`config.mk`:
```
export PLATFORM = sky130hd
export DESIGN_NAME = fx3_stream_arbiter
export DESIGN_NICKNAME = d
export VERILOG_FILES = /design/src/rtl/fx3_stream_arbiter.sv
export SDC_FILE = /design/constraint.sdc
export NUM_CORES = 1
export LEC_CHECK = 0
export ABC_AREA = 1
export BUFFER_PORTS_ARGS = -buffer_cell sky130_fd_sc_hd__buf_2
export CAP_MARGIN = 25
export CORE_ASPECT_RATIO = 1.2
export CORE_MARGIN = 4
export CORE_UTILIZATION = 52
export CTS_CLUSTER_SIZE = 28
export DETAILED_ROUTE_END_ITERATION = 12
export PLACE_DENSITY = 0.9
export REMOVE_ABC_BUFFERS = 1
export SLEW_MARGIN = 30
export SYNTH_ARGS = -nofsm -noshare
export SYNTH_HDL_FRONTEND = slang
export SYNTH_SLANG_ARGS = --single-unit
```
`constraint.sdc`:
```
create_clock -name clk -period 2.27 [get_ports clk]
set_clock_uncertainty 0.2 [all_clocks]
set_input_delay 0.1135 -clock clk [delete_from_list [all_inputs] [get_ports clk]]
set_output_delay 0.1135 -clock clk [all_outputs]
set_load 0.03 [all_outputs]
```
`src/rtl/fx3_stream_arbiter.sv`:
```
// Round-robin burst scheduler sharing the FX3 slave-FIFO write port between
// the ADC sample stream (source 0) and the FFT result stream (source 1).
module fx3_stream_arbiter #(
  parameter int unsigned BURST_LEN = 512,
  parameter int unsigned GAP_CYC   = 3,
  parameter logic [1:0]  ADDR0     = 2'b10,
  parameter logic [1:0]  ADDR1     = 2'b11
) (
  input  logic        clk,
  input  logic        reset_n,
  input  logic        enable,
  input  logic        s0_req,
  input  logic        s0_empty,
  input  logic [11:0] s0_data,
  input  logic        s0_eof,
  output logic        s0_rd,
  input  logic        s1_req,
  input  logic        s1_empty,
  input  logic [15:0] s1_data,
  input  logic        s1_eof,
  output logic        s1_rd,
  input  logic        flagd,
  input  logic        flagb,
  output logic [15:0] fdata,
  output logic [1:0]  faddr,
  output logic        slwr_n,
  output logic        pkt_end_n,
  output logic        slrd_n,
  output logic        sloe_n,
  output logic        busy,
  output logic        underrun,
  output logic [15:0] burst_cnt
);

  localparam int unsigned CntW = (BURST_LEN > 1) ? $clog2(BURST_LEN) : 1;
  localparam logic [CntW-1:0] LastIdx = CntW'(BURST_LEN - 1);
  localparam logic [3:0] GapLast = 4'(GAP_CYC - 1);

  localparam logic [1:0] StIdle  = 2'd0;
  localparam logic [1:0] StAddr  = 2'd1;
  localparam logic [1:0] StWrite = 2'd2;
  localparam logic [1:0] StGap   = 2'd3;

  logic [1:0]      state_q, state_d;
  logic            grant_q, grant_d;   // 1 = source 1 owns the burst
  logic            last_q, last_d;
  logic [CntW-1:0] word_cnt_q, word_cnt_d;
  logic [3:0]      gap_cnt_q, gap_cnt_d;
  logic [1:0]      faddr_q, faddr_d;
  logic [15:0]     fdata_q, fdata_d;
  logic            slwr_n_q, slwr_n_d;
  logic            pkt_end_n_q, pkt_end_n_d;
  logic            underrun_q, underrun_d;
  logic [15:0]     burst_cnt_q, burst_cnt_d;

  logic        elig0, elig1, pick;
  logic        src_empty, src_eof, rd_ok;
  logic [15:0] src_word;

  assign elig0 = enable & s0_req & flagd;
  assign elig1 = enable & s1_req & flagb;

  // Mux the granted source's FWFT head onto a common 16-bit word.
  assign src_empty = grant_q ? s1_empty : s0_empty;
  assign src_eof   = grant_q ? s1_eof : s0_eof;
  assign src_word  = grant_q ? s1_data : {4'b0000, s0_data};

  assign rd_ok = (state_q == StWrite) & ~src_empty;
  assign s0_rd = rd_ok & ~grant_q;
  assign s1_rd = rd_ok & grant_q;

  always_comb begin
    state_d     = state_q;
    grant_d     = grant_q;
    last_d      = last_q;
    word_cnt_d  = word_cnt_q;
    gap_cnt_d   = gap_cnt_q;
    faddr_d     = faddr_q;
    fdata_d     = fdata_q;
    slwr_n_d    = 1'b1;
    pkt_end_n_d = 1'b1;
    underrun_d  = underrun_q;
    burst_cnt_d = burst_cnt_q;
    pick        = 1'b0;

    case (state_q)
      StIdle: begin
        if (elig0 | elig1) begin
          // On a tie the source that did not own the previous burst wins.
          pick    = (elig0 & elig1) ? ~last_q : elig1;
          grant_d = pick;
          faddr_d = pick ? ADDR1 : ADDR0;
          state_d = StAddr;
        end
      end
      StAddr: begin
        word_cnt_d = '0;
        state_d    = StWrite;
      end
      StWrite: begin
        if (src_empty) begin
          underrun_d = 1'b1;
          gap_cnt_d  = '0;
          state_d    = StGap;
        end else begin
          fdata_d     = src_word;
          slwr_n_d    = 1'b0;
          pkt_end_n_d = ~src_eof;
          word_cnt_d  = word_cnt_q + CntW'(1);
          if ((word_cnt_q == LastIdx) || src_eof) begin
            burst_cnt_d = burst_cnt_q + 16'd1;
            gap_cnt_d   = '0;
            state_d     = StGap;
          end
        end
      end
      StGap: begin
        if (gap_cnt_q == GapLast) begin
          last_d  = grant_q;
          state_d = StIdle;
        end else begin
          gap_cnt_d = gap_cnt_q + 4'd1;
        end
      end
      default: state_d = StIdle;
    endcase
  end

  always_ff @(posedge clk or negedge reset_n) begin
    if (!reset_n) begin
      state_q     <= StIdle;
      grant_q     <= 1'b0;
      last_q      <= 1'b1;
      word_cnt_q  <= '0;
      gap_cnt_q   <= '0;
      faddr_q     <= ADDR0;
      fdata_q     <= '0;
      slwr_n_q    <= 1'b1;
      pkt_end_n_q <= 1'b1;
      underrun_q  <= 1'b0;
      burst_cnt_q <= '0;
    end else begin
      state_q     <= state_d;
      grant_q     <= grant_d;
      last_q      <= last_d;
      word_cnt_q  <= word_cnt_d;
      gap_cnt_q   <= gap_cnt_d;
      faddr_q     <= faddr_d;
      fdata_q     <= fdata_d;
      slwr_n_q    <= slwr_n_d;
      pkt_end_n_q <= pkt_end_n_d;
      underrun_q  <= underrun_d;
      burst_cnt_q <= burst_cnt_d;
    end
  end

  assign fdata     = fdata_q;
  assign faddr     = faddr_q;
  assign slwr_n    = slwr_n_q;
  assign pkt_end_n = pkt_end_n_q;
  assign slrd_n    = 1'b1;
  assign sloe_n    = 1'b1;
  assign busy      = (state_q != StIdle);
  assign underrun  = underrun_q;
  assign burst_cnt = burst_cnt_q;

endmodule

```
==> implementation parameters, run 1 <==
Parameter                              Value

Hold path
  Endpoint with the worst hold slack    underrun
  Tightest Hold Check Type    primary input to flop
  Hold Crit Start    s0_empty
  Cell count of the worst hold path    4

Timing
  Relative slew slack    0.632
  Shortest period the worst path allows    approximately 2.1 ns
  Actual slew at the worst max-slew pin    roughly 0.55 ns
  Final hold violations    0
  Final total negative setup slack    0 ns
  Share of the clock period used by the worst path after layout    0.946
  Max Clock Freq    approximately 470 MHz
  Final Max Slew Viols    0
  Setup violators final    0
  Unrepaired setup endpoints after global routing    false

Route
  Post-route ant nets    0
  Average routed wire per standard cell    about 15 µm
  DRC    0
  Drt initial violations    150
  Total routed wirelength    between 7000 and 8000 µm
  First drt pass iteration count    5
  Via density per instance    5.17
  Routed vias    about 2.7k

Cells and area
  Area of all placed cells without fillers    between 3000 and 4000 µm²
  # fillers    350
  Count of nets after finishing    514
  Layout overhead on the synthesized area    32.4%
  Most common library cell in the layout ignoring fill and taps    nand2_1
  Multi-input gate area in the final layout    around 1300 µm²
  Post-layout instance count excluding filler cells    between 500 and 600
  Seq. cell area    around 1300 µm²
  Fraction of final layout cells sized beyond drive strength 1    0.244
  Antenna Cells    0
  Most frequent cells in the layout    nand2_1 (128), buf_2 (77), dfrtp_1 (49)

Critical path
  Cell at the slowest stage of the critical path    dlygate4sd3_1
  Endpoint kind of the worst setup timing path    flop
  Crit path top cell by count    dlygate4sd3_1
  Number of cell instances on the worst register-to-register path    11
  Startpoint class of the critical path    primary input
  Arrival time reported for the critical path endpoint    around 2.2 ns
  Critical path cell sequence    dlygate4sd3_1, buf_2, nand3_1, dlygate4sd3_1, o31ai_1, dlygate4sd3_1
  Family with the most delay on the worst path    buffers and inverters
  Reg-to-Reg Start    word_cnt_q[1]
  Required time of the critical path    roughly 2.3 ns
  Critical path's largest stage delay    between 0.5 and 0.6 ns
  Worst reg2reg setup slack    roughly 0.20 ns
  Worst path buffer plus inverter count    4
  Type of the setup path with the least slack    primary input to flop
  Largest fanout on the critical path    2
  Worst r2r dst    gap_cnt_q[3]

Power and ir drop
  P per Cell Area    1090 nW/µm²
  P_sw    0.00190 W
  Share of total power in the clock network    0.131
  Internal power component    roughly 0.0021 W
  Worst vdd ir    roughly 730 µV
  Switching part of the total    0.474
  Combinational fraction of design power    0.499
  Share of power burned in registers    0.370
  Leakage component of the power    ~1.9 nW

Global route
  Vias in the first global route    2749
  Total Routing Usage GR    0.235
  Wire length of the first global-routing pass    approximately 12000 µm
  Overflow left after global routing    0
  Antenna violations before repair    0
  Largest net degree at the start of global routing    26

Place
  Post-Place Cells    between 400 and 500
  Placement-stage cell area    between 3000 and 4000 µm²
  Half-perimeter wire length after detailed placement    about 4600 µm
  Quantity of I/O buffers inserted on ports    between 70 and 80
  Final RePlAce weighted congestion    approximately 0.87

CTS
  Sinks on the clock net    52
  Clock transition time at the flip-flop clock pins of the worst setup and hold paths    about 0.10 ns
  Clock tree root buffer cell    clkbuf_8
  TritonCTS clock tree    built
  Later-pin clock latency in the skew report    about 0.31 ns
  H-Tree Depth    2
  Worst-case clock buffer depth    2
  Number of buffers inserted during clock tree synthesis    5

Die
  Number of rows created at floorplan    28
  Ports    around 80
  Die span in y    ~90 µm
  Effective utilization at floorplan    0.551
  Width of the die    between 70 and 80 µm
  Core region area    a little over 5000 µm²
  Total die area    about 6600 µm²

Synth
  Post-synthesis area per instance    roughly 8 µm²
  Part of the Yosys area used for sequential elements    0.469
  Yosys warnings    0
  Number of library cell types mapped by synthesis    26
  #FFs+latches synth    52
  Cell area after technology mapping    ~2800 µm²
  Post-synthesis instance total    roughly 350

Run status
  Outcome    finished, final reports clean

Flow run
  Max-cap check violation count    0
per-stage QoR:
step,hold WS [ns],worst slack (ns),total power (W),util
final,0.0149,0.122,0.00401,0.730
after global routing,0.0183,0.00305,0.00428,0.730
after CTS,0.00878,0.0297,0.00389,0.715
after detailed placement,-0.0745,0.154,0.00330,0.632
after global placement,-0.0772,0.198,0.00323,0.632
after floorplan,-0.382,0.238,0.00273,-
synthesized netlist by cell type (all sizes together):
master  count  area (µm²)
nand2     131         514
dfrtp      49        1230
nand3      33         178
inv        31         116
nor2       31         131
o21ai      12        60.1
buf        11         105
ha          9         113
nand4       7        43.8
a21oi       6        30.0
a22o        6        52.6
xnor2       5        51.3
xor2        5        43.8
dfstp       3        78.8
or2         2        12.5
and2        1        6.26
conb        1        3.75
nand3b      1        7.51
o31ai       1        7.51
worst max-delay path by stage:
stage | to | startpoint | cells past startpoint
2_1_floorplan | burst_cnt[2] | word_cnt_q[0] | 10
3_3_place_gp | gap_cnt_q[1] | word_cnt_q[0] | 11
3_5_place_dp | gap_cnt_q[1] | word_cnt_q[0] | 11
4_1_cts | s1_rd | state_q[0] | 5
5_1_grt | gap_cnt_q[3] | word_cnt_q[1] | 11
6_report | grant_q | enable | 6
what timing repair did:
| action | 4_1_cts | 5_1_grt |
|---|---|---|
| gates resized for setup | 0 | 6 |
| endpoints found under the setup margin | 0 | 6 |
| hold buffers | 34 | 0 |
| hold endpoints to repair | 41 | 0 |
| buffers inserted | 0 | 8 |
power groups by stage:
| stage | logic (W) | registers [W] | clock network [W] |
|---|---|---|---|
| 2_1_floorplan | 0.000843 | 0.00189 | 0 |
| 3_3_place_gp | 0.00176 | 0.00147 | 0 |
| 3_5_place_dp | 0.00183 | 0.00148 | 0 |
| 4_1_cts | 0.00189 | 0.00147 | 0.000534 |
| 5_1_grt | 0.00219 | 0.00152 | 0.000567 |
| 6_report | 0.00200 | 0.00148 | 0.000524 |
final cells by class:
| type | instances | share of cell area |
|---|---|---|
| well taps | 60 | 0.0204 |
| inverters | 31 | 0.0323 |
| clock buffers | 7 | 0.0207 |
| multi-input cells | 253 | 0.346 |
| flip-flops and latches | 52 | 0.354 |
| repair buffers | 123 | 0.225 |
| clock inverters | 1 | 0.00136 |
sequential cells by signal (all words and copies together), names as in the netlist:
| name | cells |
|---|---|
| slwr_n | 1 |
| last_q | 1 |
| grant_q | 1 |
| fdata | 16 |
| underrun | 1 |
| burst_cnt | 16 |
| gap_cnt_q | 4 |
| pkt_end_n | 1 |
| word_cnt_q | 9 |
| state_q | 2 |
worst reg2reg max path: stages, from the launching register on:
cell      delay [ns]
dfrtp_1         0.39
ha_2            0.20
nand3_1         0.11
nor2_2          0.15
nand2_1         0.06
nor2_1          0.10
ha_2            0.18
nand3b_1        0.11
nor2_1          0.08
or2_4           0.28
nand2_1         0.06
nand2_1         0.04
routing by layer:
metal | global-route usage | up-vias | routed length, µm
met4 | 0.107 | 0 | 273
met2 | 0.407 | 115 | 3720
met1 | 0.275 | 1261 | 3140
met3 | 0.0494 | 29 | 526
met5 | 0 | - | 0
li1 | - | 1322 | -
cell families (layout without fill, tap and decap cells):
logic type               count (synthesis)  count (layout)  synth area share
XOR/XNOR                                10              10            0.0342
buffers and inverters                   42             162            0.0796
flip-flops                              52              52             0.469
other                                    1               3           0.00135
AO/OA/AOI/OAI                           25              25            0.0540
adder cells (fa/ha/maj)                  9               9            0.0405
AND/OR/NAND/NOR                        206             206             0.321
(Power assumes the default switching activity.)
==> run 2, diff against run 1 <==
--- a/config.mk
+++ b/config.mk
@@ -13,6 +13,7 @@
 export CORE_UTILIZATION = 52
 export CTS_CLUSTER_SIZE = 28
 export DETAILED_ROUTE_END_ITERATION = 12
+export GPL_ROUTABILITY_DRIVEN = 0
 export PLACE_DENSITY = 0.9
 export REMOVE_ABC_BUFFERS = 1
 export SLEW_MARGIN = 30
==> constraint.sdc (replaced) <==
create_clock -name clk -period 2.3 [get_ports clk]
set_clock_uncertainty 0.2 [all_clocks]
set_input_delay 0.115 -clock clk [delete_from_list [all_inputs] [get_ports clk]]
set_output_delay 0.115 -clock clk [all_outputs]
set_load 0.03 [all_outputs]
==> implementation parameters, run 2 (synthesis results as in run 1) <==
Parameter                              Value

Run status
  Outcome    finished, final reports clean

Global route
  Antenna violations before repair    0 (unchanged)
  Total Routing Usage GR    0.239 (+0.00421)
  Wire length of the first global-routing pass    12300 µm (+1.9%)
  Largest net degree at the start of global routing    31 (+19%)
  Vias in the first global route    2789 (+1.5%)
  Overflow left after global routing    0 (unchanged)

CTS
  H-Tree Depth    2 (unchanged)
  TritonCTS clock tree    built
  Clock transition time at the flip-flop clock pins of the worst setup and hold paths    0.09 ns (about the same)
  Later-pin clock latency in the skew report    0.30 ns (about the same)
  Worst-case clock buffer depth    2 (unchanged)
  Clock tree root buffer cell    clkbuf_8
  Sinks on the clock net    52 (unchanged)
  Number of buffers inserted during clock tree synthesis    5 (unchanged)

Critical path
  Endpoint kind of the worst setup timing path    output port
  Required time of the critical path    1.99 ns (-0.33 ns)
  Worst r2r dst    gap_cnt_q[3]
  Startpoint class of the critical path    flop
  Reg-to-Reg Start    word_cnt_q[1]
  Worst reg2reg setup slack    0.15 ns (-0.05 ns)
  Type of the setup path with the least slack    flop to output port
  Number of cell instances on the worst register-to-register path    11 (unchanged)
  Arrival time reported for the critical path endpoint    1.87 ns (-0.33 ns)
  Largest fanout on the critical path    12 (+10)

Power and ir drop
  Leakage component of the power    1.93 nW (+0.17%)
  Worst vdd ir    667 µV (-8.8%)
  P per Cell Area    1090 nW/µm² (-0.11%)

Cells and area
  Antenna Cells    0 (unchanged)
  Seq. cell area    1310 µm² (unchanged)
  Multi-input gate area in the final layout    1270 µm² (-0.59%)
  Fraction of final layout cells sized beyond drive strength 1    0.239 (-0.00540)
  Count of nets after finishing    512 (-0.39%)
  Layout overhead on the synthesized area    32.3%
  Most common library cell in the layout ignoring fill and taps    nand2_1
  Most frequent cells in the layout    nand2_1 (128), buf_2 (77), dfrtp_1 (49)
  # fillers    365 (+4.3%)

Route
  Post-route ant nets    0 (unchanged)
  Drt initial violations    174 (+16%)
  Via density per instance    5.23 (+1.0%)
  Routed vias    2745 (+0.66%)
  Total routed wirelength    7730 µm (+0.93%)
  First drt pass iteration count    5 (unchanged)
  DRC    0 (unchanged)
  Average routed wire per standard cell    14.7 µm (+1.3%)

Die
  Width of the die    74.8 µm (unchanged)
  Ports    81 (unchanged)
  Total die area    6590 µm² (unchanged)
  Effective utilization at floorplan    0.551 (unchanged)
  Core region area    5040 µm² (unchanged)
  Die span in y    88.1 µm (unchanged)
  Number of rows created at floorplan    28 (unchanged)

Flow run
  Max-cap check violation count    0 (unchanged)

Place
  Quantity of I/O buffers inserted on ports    77 (unchanged)
  Half-perimeter wire length after detailed placement    4770 µm (+4.7%)

Timing
  Final Max Slew Viols    0 (unchanged)
  Actual slew at the worst max-slew pin    0.657 ns (+0.105 ns)
  Final hold violations    0 (unchanged)
  Setup violators final    0 (unchanged)
  Unrepaired setup endpoints after global routing    false
  Max Clock Freq    approximately 460 MHz
  Relative slew slack    0.562 (-0.0702)
  Shortest period the worst path allows    2.18 ns
  Worst hold slack    0.0190 ns (+0.00403 ns)
  Share of the clock period used by the worst path after layout    0.950
  Final total negative setup slack    0 ns (unchanged)

Hold path
  Hold Crit Start    s0_empty
  Endpoint with the worst hold slack    underrun
  Cell count of the worst hold path    4 (unchanged)
  Tightest Hold Check Type    primary input to flop
-- run 2: cell types whose count changed in the layout (fill, tap and decap cells not counted), sizes merged --
| cell | previous run | this run |
|---|---|---|
| clkbuf | 7 | 8 |
| clkinv | 1 | 0 |
| buf | 89 | 87 |
-- run 2: worst max path at each step --
stage,startpoint,endpoint
after floorplan,word_cnt_q[0],burst_cnt[2]
final,state_q[0],s1_rd
after detailed placement,word_cnt_q[0],gap_cnt_q[1]
after global routing,word_cnt_q[1],gap_cnt_q[0]
after CTS,state_q[0],s1_rd
after global placement,word_cnt_q[0],gap_cnt_q[0]
-- run 2: where the power goes --
part	internal (W)	switching [W]
clock	0.000275	0.000296
combinational	0.000633	0.00132
sequential	0.00121	0.000258
-- run 2: layer usage --
layer | global-route usage | up-vias | share of wire
met5 | 0 | - | 0
met4 | 0.0906 | 0 | 0.032
met3 | 0.0689 | 27 | 0.073
met2 | 0.412 | 126 | 0.52
met1 | 0.278 | 1273 | 0.37
li1 | - | 1319 | -
-- run 2: cell type report --
class / count / share of cell area
timing repair buffer: 121 / 0.221
sequential: 52 / 0.355
clock buffer: 8 / 0.0272
inverter: 31 / 0.0323
tap: 60 / 0.0204
multi-input combinational: 253 / 0.344
-- run 2: what timing repair did --
| action | CTS | global route |
|---|---|---|
| resized for setup | 0 | 3 |
| hold buffers | 34 | 0 |
| endpoints found under the setup margin | 0 | 6 |
| setup buffers | 0 | 6 |
| endpoints found under the hold margin | 44 | 0 |
-- run 2: per-stage QoR --
| stage | setup slack [ns] | cell area, µm² | instances | util | total power [W] |
|---|---|---|---|---|---|
| 2_1_floorplan | 0.268 | 2680 | 336 | - | 0.00270 |
| 6_report | 0.116 | 3680 | 525 | 0.729 | 0.00400 |
| 3_3_place_gp | 0.229 | 3190 | 477 | 0.632 | 0.00319 |
| 5_1_grt | 0.0129 | 3680 | 525 | 0.729 | 0.00427 |
| 3_5_place_dp | 0.184 | 3190 | 477 | 0.632 | 0.00328 |
| 4_1_cts | 0.0145 | 3630 | 519 | 0.719 | 0.00391 |
-- run 2: worst max-delay path: stages, from the launching register on --
cell and delay (ns):
dfrtp_1 0.43, inv_1 0.12, ha_2 0.25, nand3_4 0.18, nor2_4 0.33, buf_2 0.26
